--- config.mk ---
export PLATFORM = sky130hd
export DESIGN_NAME = fifo_write_logic
export DESIGN_NICKNAME = d
export VERILOG_FILES = /design/src/rtl/fifo_pkg.sv /design/src/rtl/fifo_gray2bin.sv /design/src/rtl/fifo_write_logic.sv
export SDC_FILE = /design/constraint.sdc
export NUM_CORES = 1
export LEC_CHECK = 0
export CELL_PAD_IN_SITES_DETAIL_PLACEMENT = 1
export CELL_PAD_IN_SITES_GLOBAL_PLACEMENT = 1
export CORE_MARGIN = 2
export CORE_UTILIZATION = 32
export DETAILED_ROUTE_END_ITERATION = 10
export PLACE_DENSITY_LB_ADDON = 0.1
export SETUP_SLACK_MARGIN = 0.1
export SLEW_MARGIN = 20
export SYNTH_ARGS = -nofsm -noshare
export SYNTH_HDL_FRONTEND = slang
export SYNTH_HIERARCHICAL = 1
export SYNTH_SLANG_ARGS = --single-unit
--- constraint.sdc ---
create_clock -name clk -period 2.4 [get_ports clk]
set_clock_uncertainty 0.15 [all_clocks]
set_input_delay 0.48 -clock clk [delete_from_list [all_inputs] [get_ports clk]]
set_output_delay 0.48 -clock clk [all_outputs]
set_load 0.03 [all_outputs]
--- src/rtl/fifo_pkg.sv ---
// Shared FIFO definitions: controller state encoding and Gray conversion helpers,
// used by both the write-side and read-side controllers.
package fifo_pkg;

  // Helpers work at this width; callers zero-extend and truncate to their pointer size.
  localparam int unsigned FIFO_PTR_MAX = 16;

  typedef enum logic [1:0] {
    IDLE  = 2'b00,
    WRITE = 2'b01,
    FULL  = 2'b10
  } fifo_state_e;

  function automatic logic [FIFO_PTR_MAX-1:0] bin2gray(input logic [FIFO_PTR_MAX-1:0] b);
    return b ^ (b >> 1);
  endfunction

  function automatic logic [FIFO_PTR_MAX-1:0] gray2bin(input logic [FIFO_PTR_MAX-1:0] g);
    logic [FIFO_PTR_MAX-1:0] b;
    b[FIFO_PTR_MAX-1] = g[FIFO_PTR_MAX-1];
    for (int i = FIFO_PTR_MAX - 2; i >= 0; i--) begin
      b[i] = b[i+1] ^ g[i];
    end
    return b;
  endfunction

endpackage

--- src/rtl/fifo_gray2bin.sv ---
// Combinational Gray-to-binary converter for a synchronised FIFO pointer.
module fifo_gray2bin
  import fifo_pkg::*;
#(
  parameter int unsigned PTR_SZ = 2
) (
  input  logic [PTR_SZ-1:0] i_gray,
  output logic [PTR_SZ-1:0] o_bin
);

  assign o_bin = PTR_SZ'(gray2bin(FIFO_PTR_MAX'(i_gray)));

endmodule

--- src/rtl/fifo_write_logic.sv ---
// Write-side controller of the dual-clock FIFO: address, Gray pointer, full/almost-full.
// Optional sticky overflow flag enabled by defining FIFO_WR_OVERFLOW_EN.
module fifo_write_logic
  import fifo_pkg::*;
#(
  parameter int unsigned DEPTH        = 3,
  parameter int unsigned PTR_SZ       = 2,
  parameter int unsigned AFULL_THRESH = 1
) (
  input  logic              clk,
  input  logic              rst,
  input  logic              winc,
  input  logic [PTR_SZ-1:0] wq2_raddr_gray,
  output logic              write_en,
  output logic [PTR_SZ-1:0] waddr,
  output logic [PTR_SZ-1:0] waddr_gray,
  output logic              wfull,
  output logic              walmost_full,
  output logic              wbusy,
  output logic              woverflow
);

  localparam int unsigned CW = PTR_SZ + 1;

  function automatic logic [PTR_SZ-1:0] inc_mod(input logic [PTR_SZ-1:0] a);
    return (a == PTR_SZ'(DEPTH - 1)) ? '0 : a + PTR_SZ'(1);
  endfunction

  logic [PTR_SZ-1:0] w_rbin;
  logic [PTR_SZ-1:0] w_wnext;
  logic [CW-1:0]     w_count_raw;
  logic [CW-1:0]     w_count;
  logic              w_accept;
  logic              w_full_next;
  logic              w_afull_next;
  fifo_state_e       w_state_next;

  fifo_state_e       r_state;
  logic [PTR_SZ-1:0] r_waddr;
  logic [PTR_SZ-1:0] r_waddr_gray;
  logic              r_wfull;
  logic              r_walmost_full;
  logic              r_wbusy;

  fifo_gray2bin #(.PTR_SZ(PTR_SZ)) u_rptr_dec (
    .i_gray (wq2_raddr_gray),
    .o_bin  (w_rbin)
  );

  assign w_accept = winc & ~r_wfull;
  assign write_en = w_accept;

  // Next pointer and flag values seen against the freshly synchronised read pointer.
  always_comb begin
    w_wnext      = r_waddr;
    if (w_accept) w_wnext = inc_mod(r_waddr);
    w_full_next  = (inc_mod(w_wnext) == w_rbin);
    w_count_raw  = CW'(w_wnext) + CW'(DEPTH) - CW'(w_rbin);
    w_count      = (w_count_raw >= CW'(DEPTH)) ? w_count_raw - CW'(DEPTH) : w_count_raw;
    w_afull_next = (w_count >= CW'(AFULL_THRESH));
  end

  always_comb begin
    w_state_next = r_state;
    case (r_state)
      IDLE:    if (w_accept) w_state_next = WRITE;
      WRITE: begin
        if (w_full_next)   w_state_next = FULL;
        else if (w_accept) w_state_next = WRITE;
        else               w_state_next = IDLE;
      end
      FULL:    if (!w_full_next) w_state_next = winc ? WRITE : IDLE;
      default: w_state_next = IDLE;
    endcase
  end

  always_ff @(posedge clk or negedge rst) begin
    if (!rst) begin
      r_state        <= IDLE;
      r_waddr        <= '0;
      r_waddr_gray   <= '0;
      r_wfull        <= 1'b0;
      r_walmost_full <= 1'b0;
      r_wbusy        <= 1'b0;
    end else begin
      r_state        <= w_state_next;
      r_waddr        <= w_wnext;
      r_waddr_gray   <= PTR_SZ'(bin2gray(FIFO_PTR_MAX'(w_wnext)));
      r_wfull        <= w_full_next;
      r_walmost_full <= w_afull_next;
      r_wbusy        <= (w_state_next == WRITE);
    end
  end

  assign waddr        = r_waddr;
  assign waddr_gray   = r_waddr_gray;
  assign wfull        = r_wfull;
  assign walmost_full = r_walmost_full;
  assign wbusy        = r_wbusy;

`ifdef FIFO_WR_OVERFLOW_EN
  logic r_woverflow;

  // Sticky: a dropped write is remembered until reset.
  always_ff @(posedge clk or negedge rst) begin
    if (!rst)                  r_woverflow <= 1'b0;
    else if (winc && r_wfull)  r_woverflow <= 1'b1;
  end

  assign woverflow = r_woverflow;
`else
  assign woverflow = 1'b0;
`endif

endmodule

==> results <==
registers in the layout, summed over array words and instances (netlist names):
signal and cells:
wfull 1, walmost_full 1, wbusy 1, waddr 2, waddr_gray 1, r_state 2
cell usage after synthesis (2+ instances only):
master    count  area share
nand2b_1      2       0.022
a21o_2        2       0.031
dfrtp_1       8        0.36
xor2_1        2       0.031
ha_1          3       0.067
nor3_1        2       0.018
nor2_1        2       0.013
nand2_1       2       0.013
xnor2_1       3       0.047
inv_1         4       0.027
o31ai_1       2       0.027
buf_4         4       0.053
where the power goes:
part           total [mW]  leakage [nW]  internal, mW  switching, mW
clock network      0.0997        0.0138        0.0570         0.0427
registers           0.256        0.0945         0.204         0.0522
logic               0.904         0.270         0.467          0.437
cells in the final DEF, fill, tap and decap left out, drive strengths merged, types with 2 or more instances in the layout:
cell and count:
xor2 2, nand2b 2, xnor2 3, dfrtp 8, o31ai 2, a21o 2, nand2 2, dlygate4sd2 2
nor3 2, ha 3, clkdlybuf4s50 8, nor2 2, buf 15, inv 4, clkbuf 3
stage by stage:
stage | setup TNS (ns) | instances
after floorplan | -0.166 | 53
after global placement | -0.639 | 88
after detailed placement | -0.666 | 88
after CTS | -0.137 | 92
after global routing | -0.184 | 93
final | -0.0855 | 93
worst reg2reg max path: stages (launching register included):
cell,delay [ns]
dfrtp_2,0.41
nand2b_4,0.18
nor3_4,0.20
a21o_2,0.11
ha_2,0.16
inv_2,0.03
fa_1,0.48
inv_2,0.05
ha_4,0.15
ha_4,0.14
nand2b_4,0.13
nor3_2,0.10
a31oi_1,0.06
path summary, 6_finish.rpt:
kind	from	endpoint	slack (ns)	cells after the start
min in group clk	r_state[0]	r_state[0]	0.39	1
max in group asynchronous	rst	waddr[1]	1.48	1
setup / recovery	wfull	walmost_full	-0.09	12
setup reg to reg	wfull	walmost_full	-0.09	12
hold / removal	rst	r_state[0]	0.35	1
hold reg to reg	r_state[0]	r_state[0]	0.39	1
what timing repair did:
action                                 in CTS  in global routing
hold buffers                                0                  0
endpoints found under the hold margin       0                  0
resized for setup                          10                  3
pin swaps                                   3                  3
setup buffers                               1                  1
setup endpoints to repair                   1                  1
logic make-up after synthesis:
| logic type | share of synthesized area |
|---|---|
| other | 0.00668 |
| DFF | 0.356 |
| AOI/OAI and AO/OA | 0.149 |
| xor gates and xnor gates | 0.0780 |
| adders and majority gates | 0.102 |
| buffers and inverters | 0.138 |
| and+or+nand+nor | 0.169 |
metal layers:
metal,global-route usage,part of all wire,vias to the layer above
li1,-,-,220
met1,0.158,0.48,206
met2,0.211,0.49,13
met3,0.0238,0.035,0
met4,0.0857,0,0
met5,0,0,-
cell type report:
cell class              count  area share
repair buffers             26       0.273
well taps                  17      0.0249
inverters                   5      0.0367
clock buffers               3      0.0264
multi-input cells          34       0.402
flip-flops and latches      8       0.238
==> results.json <==
{
  "grt_use_total": 0.131,
  "synth_ff_type": "dfrtp_1",
  "boundaryPins": 14,
  "layout-drive-gt1-share": 0.487,
  "cp_cell_sequence": "nand2b_4, nor3_4, a21o_2, ha_2, inv_2, fa_1, inv_2, ha_4, ha_4, nand2b_4, nor3_2, a31oi_1",
  "synth-edff-count": 0,
  "via_per_inst": 4.72,
  "ys_async_sr_fraction": 1.00,
  "crit_fanout": 4,
  "worstSetupStartpointType": "flip-flop",
  "core_area_um2": 1690,
  "detail_route.wl_per_cell_um": 12.0,
  "nFillCells": 195,
  "violations": "negative setup slack",
  "overflow": 0,
  "place_area_um2": 766,
  "setup_viol": 1,
  "hold_class": "primary input to asynchronous set/reset pin",
  "regArea_um2": 203,
  "maxSlewViolCount": 0,
  "path_class": "flip-flop to flip-flop",
  "area_growth_pct": 51.9,
  "ys_types": 29,
  "power.leakage_nw": 0.379,
  "cp-end-kind": "flip-flop",
  "critPathSlowestCell": "fa_1",
  "clock_latency_ns": 0.25,
  "cap_viol_max_count": 0,
  "place.port_buffers": 12,
  "clock-sinks": 8,
  "crit_family": "adder cells",
  "ant_nets": 0,
  "max_freq_mhz": 402,
  "synthesis.nets": 62,
  "multiInputGateArea_um2": 343,
  "drtIter0Drc": 2,
  "cts_tree": "done",
  "dieHeight_um": 45.9,
  "start_util": 0.333,
  "clockRootBuffer": "clkbuf_4",
  "crit_buf_inv": 2,
  "peakVddDrop_v": 0.000726,
  "grt_pass1_wl_um": 1910,
  "period_needed_ns": 2.49,
  "crit_arrival_ns": 2.46,
  "finalInstanceArea_um2": 853,
  "wl_um": 1120,
  "dieArea_um2": 2110,
  "route.detailed.drc": 0,
  "pre_cts_slack_ns": -0.664,
  "antenna_cells": 0,
  "status": "finished, violations left",
  "ys_ff_latch": 8,
  "rows": 15,
  "cts_made_buffers": 3,
  "synthesis.area_um2": 562,
  "timing.final.ws_setup_ns": -0.0855,
  "num_vias": 439,
  "required_ns": 2.37,
  "die_w_um": 45.9,
  "cts.path.max_buffers": 2,
  "htreeDepth": 1,
  "cts.clk_slew.worst_paths_ns": 0.05,
  "powerDensity_nw_per_um2": 1480,
  "seq_area_frac_synth": 0.356,
  "finalCritPeriodShare": 1.04,
  "nets": 87,
  "ys_warn_count": 6,
  "p_total_mw": 1.26,
  "dr.pass1.iters": 4,
  "antenna_found_initial": 0,
  "place_hpwl_um": 951,
  "gp_congestion": 0.749,
  "fin_hold_ws_ns": 0.349,
  "grt_max_degree": 9,
  "rsz0062_at_grt": "yes",
  "syn_area_per_cell_um2": 10.6,
  "final_util": 0.505,
  "synthCells": 53,
  "grt_pass1_vias": 434,
  "hold_viol": 0,
  "critPathMaxStageDelay_ns": 0.48
}
Power figures use the tool's default switching activity.
